`src/rtl/vga_scan_compositor.sv`:
```
// VGA raster generator and priority compositor for NUM_OBJ drawer inputs.
// Optional macro VGA_COLLISION_EN adds a registered multi-object overlap flag.
module vga_scan_compositor #(
    parameter int          H_ACTIVE = 640,
    parameter int          H_FP     = 16,
    parameter int          H_SYNC   = 96,
    parameter int          H_BP     = 48,
    parameter int          V_ACTIVE = 480,
    parameter int          V_FP     = 10,
    parameter int          V_SYNC   = 2,
    parameter int          V_BP     = 33,
    parameter int          NUM_OBJ  = 4,
    parameter logic [7:0]  BG_COLOR = 8'h00
) (
    input  logic                   CLK,
    input  logic                   RESETn,
    output logic [10:0]            oCoord_X,
    output logic [10:0]            oCoord_Y,
    input  logic [NUM_OBJ-1:0]     obj_draw_req,
    input  logic [8*NUM_OBJ-1:0]   obj_RGB,
    output logic [7:0]             mVGA_RGB,
    output logic                   hsync_n,
    output logic                   vsync_n,
    output logic                   blank_n,
    output logic                   start_of_frame
`ifdef VGA_COLLISION_EN
    ,
    output logic                   collision
`endif
);

    localparam int H_TOTAL = H_ACTIVE + H_FP + H_SYNC + H_BP;
    localparam int V_TOTAL = V_ACTIVE + V_FP + V_SYNC + V_BP;

    generate
        if (H_TOTAL > 2047 || V_TOTAL > 2047 || NUM_OBJ < 1 || NUM_OBJ > 16) begin : g_param_check
            $error("vga_scan_compositor: timing totals must fit 11 bits and NUM_OBJ must be 1..16");
        end
    endgenerate

    localparam logic [10:0] H_LAST   = 11'(H_TOTAL - 1);
    localparam logic [10:0] V_LAST   = 11'(V_TOTAL - 1);
    localparam logic [10:0] H_ACT_C  = 11'(H_ACTIVE);
    localparam logic [10:0] V_ACT_C  = 11'(V_ACTIVE);
    localparam logic [10:0] H_HS_BEG = 11'(H_ACTIVE + H_FP);
    localparam logic [10:0] H_HS_END = 11'(H_ACTIVE + H_FP + H_SYNC);
    localparam logic [10:0] V_VS_BEG = 11'(V_ACTIVE + V_FP);
    localparam logic [10:0] V_VS_END = 11'(V_ACTIVE + V_FP + V_SYNC);

    logic [10:0] h_cnt_q, h_cnt_d;
    logic [10:0] v_cnt_q, v_cnt_d;
    logic        active_p0, hs_p0, vs_p0;
    logic        active_p1_q, active_p1_d;
    logic        hs_p1_q, hs_p1_d;
    logic        vs_p1_q, vs_p1_d;
    logic        active_p2_q, active_p2_d;
    logic        hs_p2_q, hs_p2_d;
    logic        vs_p2_q, vs_p2_d;
    logic [7:0]  rgb_p2_q, rgb_p2_d;
    logic [7:0]  win_rgb;

    always_comb begin
        h_cnt_d = h_cnt_q + 11'd1;
        v_cnt_d = v_cnt_q;
        if (h_cnt_q == H_LAST) begin
            h_cnt_d = '0;
            v_cnt_d = (v_cnt_q == V_LAST) ? '0 : v_cnt_q + 11'd1;
        end
    end

    // Stage 0: timing decode straight off the counters
    always_comb begin
        active_p0 = (h_cnt_q < H_ACT_C) && (v_cnt_q < V_ACT_C);
        hs_p0     = (h_cnt_q >= H_HS_BEG) && (h_cnt_q < H_HS_END);
        vs_p0     = (v_cnt_q >= V_VS_BEG) && (v_cnt_q < V_VS_END);
        active_p1_d = active_p0;
        hs_p1_d     = hs_p0;
        vs_p1_d     = vs_p0;
    end

    // Stage 1: drawer requests arrive here, aligned to the stage-1 coordinate
    always_comb begin
        win_rgb = BG_COLOR;
        // Walk from the highest index down so the lowest requesting index wins.
        for (int i = NUM_OBJ - 1; i >= 0; i--) begin
            if (obj_draw_req[i]) begin
                win_rgb = obj_RGB[8*i +: 8];
            end
        end
        rgb_p2_d    = active_p1_q ? win_rgb : 8'h00;
        active_p2_d = active_p1_q;
        hs_p2_d     = hs_p1_q;
        vs_p2_d     = vs_p1_q;
    end

    always_ff @(posedge CLK or negedge RESETn) begin
        if (!RESETn) begin
            h_cnt_q     <= '0;
            v_cnt_q     <= '0;
            active_p1_q <= 1'b0;
            hs_p1_q     <= 1'b0;
            vs_p1_q     <= 1'b0;
            active_p2_q <= 1'b0;
            hs_p2_q     <= 1'b0;
            vs_p2_q     <= 1'b0;
            rgb_p2_q    <= 8'h00;
        end else begin
            h_cnt_q     <= h_cnt_d;
            v_cnt_q     <= v_cnt_d;
            active_p1_q <= active_p1_d;
            hs_p1_q     <= hs_p1_d;
            vs_p1_q     <= vs_p1_d;
            active_p2_q <= active_p2_d;
            hs_p2_q     <= hs_p2_d;
            vs_p2_q     <= vs_p2_d;
            rgb_p2_q    <= rgb_p2_d;
        end
    end

`ifdef VGA_COLLISION_EN
    logic coll_p2_q, coll_p2_d;
    logic seen_req, multi_req;

    always_comb begin
        seen_req  = 1'b0;
        multi_req = 1'b0;
        for (int i = 0; i < NUM_OBJ; i++) begin
            if (obj_draw_req[i]) begin
                if (seen_req) begin
                    multi_req = 1'b1;
                end
                seen_req = 1'b1;
            end
        end
        coll_p2_d = active_p1_q && multi_req;
    end

    always_ff @(posedge CLK or negedge RESETn) begin
        if (!RESETn) begin
            coll_p2_q <= 1'b0;
        end else begin
            coll_p2_q <= coll_p2_d;
        end
    end

    assign collision = coll_p2_q;
`endif

    // Stage 2: registered outputs to the DAC, two clocks behind oCoord
    assign oCoord_X       = h_cnt_q;
    assign oCoord_Y       = v_cnt_q;
    assign mVGA_RGB       = rgb_p2_q;
    assign hsync_n        = ~hs_p2_q;
    assign vsync_n        = ~vs_p2_q;
    assign blank_n        = active_p2_q;
    // Counters sit at (0,0) during reset, so the pulse is gated by RESETn.
    assign start_of_frame = RESETn && (h_cnt_q == 11'd0) && (v_cnt_q == 11'd0);

endmodule
```
`config.mk`:
```
export PLATFORM = sky130hd
export DESIGN_NAME = vga_scan_compositor
export DESIGN_NICKNAME = d
export VERILOG_FILES = /design/src/rtl/vga_scan_compositor.sv
export SDC_FILE = /design/constraint.sdc
export NUM_CORES = 1
export LEC_CHECK = 0
export ABC_AREA = 1
export CAP_MARGIN = 10
export CELL_PAD_IN_SITES_DETAIL_PLACEMENT = 0
export CELL_PAD_IN_SITES_GLOBAL_PLACEMENT = 1
export CORE_MARGIN = 5
export CORE_UTILIZATION = 34
export CTS_CLUSTER_SIZE = 24
export DETAILED_ROUTE_END_ITERATION = 12
export GPL_ROUTABILITY_DRIVEN = 0
export PLACE_DENSITY_LB_ADDON = 0.1
export SLEW_MARGIN = 30
export SYNTH_ARGS = -nofsm -noshare
export SYNTH_HDL_FRONTEND = slang
export SYNTH_SLANG_ARGS = --single-unit
```
`constraint.sdc`:
```
create_clock -name CLK -period 4.2 [get_ports CLK]
set_input_delay 1.26 -clock CLK [delete_from_list [all_inputs] [get_ports CLK]]
set_output_delay 1.26 -clock CLK [all_outputs]
set_load 0.05 [all_outputs]
```
==> summary.log <==
INFO  logic_synthesis netlist_area=0.00197mm2
INFO  sta            timing.final.hold_violations=0
INFO  setup_path     worst_flop_to_flop_path_startpoint=oCoord_X[0]
INFO  sta            setup_viol_count_final=0
INFO  sta            tightest_slew=529ps
INFO  cells_and_area drive_above_1_share=7.72%
INFO  route          drcViolationCount=0
INFO  setup_path     critical_path_class=in -> out
INFO  pwr            cell_internal_power_dissipation=611uW
INFO  clocking       cts.repair.resized=0
INFO  cells_and_area post_layout_nonfiller_instances=396
INFO  pwr            p_comb_share=13.0%
INFO  route          detail_route.vias_per_cell=4.74
INFO  logic_synthesis ys_seq_elements=36
INFO  clocking       cts_setup_buffers=0
INFO  place          placed_cells_incl_taps=388
INFO  sta            skew=6.88ps
INFO  logic_synthesis post_synth.cell_area_avg=7.90um2
INFO  global_routing grt_pass1_wl=9.09mm
INFO  floorplan      placement_rows=27
INFO  floorplan      die_area=0.00741mm2
INFO  logic_synthesis yosysSeqAreaShare=45.8%
INFO  setup_path     endpoint_kind=output port
INFO  pwr            power_per_cell_area=274mW/mm2
INFO  global_routing grt_max_degree=37
INFO  route          post_drt_wl_per_cell=13.5um
INFO  setup_path     cp_slowest_cell=sky130_fd_sc_hd__nor2_1
INFO  floorplan      die_width=86.1um
INFO  floorplan      fp.dieH=86.1um
INFO  setup_path     worst_path_dominant_cell_family=simple AND/OR/NAND/NOR gates
INFO  clocking       cts_hold_buffers=0
INFO  sta            min_period=3240ps
INFO  pwr            clock_power_share=42.1%
INFO  floorplan      initial_core_util=35.3%
INFO  logic_synthesis synth_cell_type_count=28
INFO  hold_path      min-delay-path-class=reg -> reg
INFO  route          wl=5.35mm
INFO  floorplan      core_area=0.00557mm2
INFO  pwr            p_switching=179uW
INFO  logic_synthesis syn_inst=249
INFO  route          route.vias.total=1,878
INFO  clocking       cts.reportedPaths.clkPinSlew=70ps
INFO  global_routing grt-ovfl-total=0
INFO  sta            slew_headroom=64.6%
INFO  logic_synthesis synthesis.nets=291
INFO  global_routing number_of_antenna_violations_at_the_first_check_in_global_routing=0
INFO  sta            period_share=77.1%
INFO  setup_path     critical_path.max_fanout=2
INFO  sta            max_clock_freq=309MHz
INFO  setup_path     slowest_delay=220ps
INFO  global_routing gr-usage-all-layers=15.5%
INFO  clocking       clock_insertion_delay_worst_skew=280ps
INFO  setup_path     critical_path_arrival=1980ps
INFO  setup_path     critical_path.cell_chain=buf_2 -> and3_1 -> nand3_1 -> nor2_1 -> buf_12
INFO  route          initialDrtViolationCount=46
INFO  setup_path     worstPathRequired=2940ps
INFO  route          detail-route-antenna-nets=0
INFO  floorplan      ioPinCount=72
INFO  outcome        outcome=finished, final reports clean
INFO  setup_path     cp-startpoint=RESETn
INFO  pwr            switching_share=22.6%
INFO  cells_and_area syn2layout_area_growth=46.8%
INFO  flow_run       max_cap_check_violation_count=0
INFO  hold_path      hold_start=hs_p1_q
INFO  sta            slew_violations=0
INFO  setup_path     worst_setup_path_start_kind=input pin
INFO  clocking       numCtsBuffers=5
INFO  cells_and_area layout.nets=365
INFO  global_routing first_global_vias=1,894
INFO  sta            setup_tns=0ps
INFO  logic_synthesis synthesis.yosys.warnings=0
INFO  place          place.port_buffers=71
INFO  route          first_pass_iteration_count_of_the_detailed_router=4
INFO  clocking       cts-root-buf=sky130_fd_sc_hd__clkbuf_8
INFO  clocking       htreeDepth=2
INFO  clocking       tritoncts=yes
INFO  clocking       tritoncts_num_sinks=36
INFO  setup_path     critical_path.n_buffers_inverters=2
INFO  place          hpwlAfterDp=4.22mm
INFO  cells_and_area n_fill_cell=573
INFO  pwr            ir_drop_worst_vdd=144uV
INFO  cells_and_area antenna_cells_inserted=0
INFO  clocking       clk_buf_depth=2
INFO  pwr            power.static_leakage=0.00130uW
INFO  pwr            seq_power_share=44.9%
INFO  sta            rsz_0062_raised_after_global_routing=false
per-stage QoR:
step	cell area, um2	setup WS [ps]	utilization (%)	hold slack, ps	power, uW
final	2890	963	51.8	350	790
after global routing	2890	888	51.8	366	829
after CTS	2890	947	51.8	351	803
after detailed placement	2760	949	49.5	335	466
after global placement	2760	988	49.5	334	466
after floorplan	1970	807	-	331	406
worst paths after layout:
check / depth (start not counted) / to / slack (ps)
worst max-delay path: 5 / start_of_frame / 960
min in group asynchronous: 2 / vs_p2_q / 1050
worst min-delay path: 0 / hs_p2_q / 350
max in group asynchronous: 2 / mVGA_RGB[2] / 2830
worst max register to register: 6 / oCoord_Y[8] / 2570
worst min register to register: 0 / hs_p2_q / 350
power by group through the flow:
stage | combinational, uW | clock [uW] | sequential (uW)
after floorplan | 18.9 | 0 | 387
after global placement | 104 | 0 | 362
after detailed placement | 104 | 0 | 362
after CTS | 105 | 343 | 355
after global routing | 113 | 361 | 356
final | 103 | 333 | 355
cell families (layout without fill, tap and decap cells):
group / Yosys count / after routing / share of synthesized area, %
DFF: 36 / 36 / 45.8
adders and majority gates: 4 / 4 / 2.54
and+or+nand+nor: 120 / 120 / 29.2
AOI/OAI and AO/OA: 42 / 42 / 11.1
buffers and inverters: 38 / 113 / 7.32
xor gates and xnor gates: 9 / 9 / 4.01
sequential cells by signal (all words and copies together), names as in the netlist:
name         cells
hs_p1_q          1
mVGA_RGB         8
oCoord_X        11
oCoord_Y        11
vs_p1_q          1
blank_n          1
active_p1_q      1
vs_p2_q          1
hs_p2_q          1
cell usage after synthesis:
| master | count | area, um2 |
|---|---|---|
| sky130_fd_sc_hd__nor2_1 | 21 | 78.8 |
| sky130_fd_sc_hd__o21ai_1 | 4 | 20.0 |
| sky130_fd_sc_hd__clkbuf_1 | 4 | 15.0 |
| sky130_fd_sc_hd__buf_2 | 1 | 5.00 |
| sky130_fd_sc_hd__nand2_1 | 51 | 191 |
| sky130_fd_sc_hd__ha_1 | 4 | 50.1 |
| sky130_fd_sc_hd__nand2_2 | 3 | 18.8 |
| sky130_fd_sc_hd__nand3_2 | 2 | 20.0 |
| sky130_fd_sc_hd__o22ai_1 | 1 | 6.26 |
| sky130_fd_sc_hd__o21ai_0 | 16 | 80.1 |
| sky130_fd_sc_hd__and3_1 | 1 | 6.26 |
| sky130_fd_sc_hd__nor3_1 | 5 | 25.0 |
| sky130_fd_sc_hd__nor3_4 | 1 | 16.3 |
| sky130_fd_sc_hd__dfrtp_1 | 36 | 901 |
| sky130_fd_sc_hd__a21oi_1 | 19 | 95.1 |
| sky130_fd_sc_hd__inv_1 | 30 | 113 |
| sky130_fd_sc_hd__xnor2_1 | 3 | 26.3 |
| sky130_fd_sc_hd__nor4_1 | 1 | 6.26 |
| sky130_fd_sc_hd__nand3b_1 | 1 | 7.51 |
| sky130_fd_sc_hd__nand3_1 | 22 | 110 |
| sky130_fd_sc_hd__nor2_2 | 1 | 6.26 |
| sky130_fd_sc_hd__a31oi_1 | 1 | 6.26 |
| sky130_fd_sc_hd__nor2_4 | 3 | 33.8 |
| sky130_fd_sc_hd__xor2_1 | 6 | 52.6 |
| sky130_fd_sc_hd__o2111a_1 | 1 | 11.3 |
| sky130_fd_sc_hd__nand4_1 | 7 | 43.8 |
| sky130_fd_sc_hd__nor3_2 | 1 | 10.0 |
| sky130_fd_sc_hd__inv_2 | 3 | 11.3 |
final cells by class:
type / count / area, um2 / share of cell area [%]
clock inverter: 1 / 30.0 / 1.04
clock buffer: 7 / 96.3 / 3.34
sequential: 36 / 901 / 31.2
timing repair buffer: 72 / 723 / 25.1
inverter: 33 / 124 / 4.29
tap: 72 / 90.1 / 3.12
multi-input combinational: 175 / 922 / 31.9
placed cells by master, fill, tap and decap left out, types with 4 or more instances in the layout:
cell and instances:
sky130_fd_sc_hd__xor2_1 6, sky130_fd_sc_hd__nand2_1 51, sky130_fd_sc_hd__nor2_1 21, sky130_fd_sc_hd__o21ai_1 4
sky130_fd_sc_hd__a21oi_1 19, sky130_fd_sc_hd__clkbuf_8 7, sky130_fd_sc_hd__nand4_1 7, sky130_fd_sc_hd__nor3_1 5
sky130_fd_sc_hd__inv_1 30, sky130_fd_sc_hd__nand3_1 22, sky130_fd_sc_hd__dfrtp_1 36, sky130_fd_sc_hd__ha_1 4
sky130_fd_sc_hd__clkdlybuf4s50_1 69, sky130_fd_sc_hd__o21ai_0 16
layer usage:
layer | vias up | track usage (%) | share of wire, %
li1 | 962 | - | -
met1 | 861 | 20.1 | 44
met2 | 51 | 25.2 | 49
met3 | 4 | 4.51 | 6.7
met4 | 0 | 4.03 | 0.94
met5 | - | 0 | 0
(Power assumes the default switching activity.)
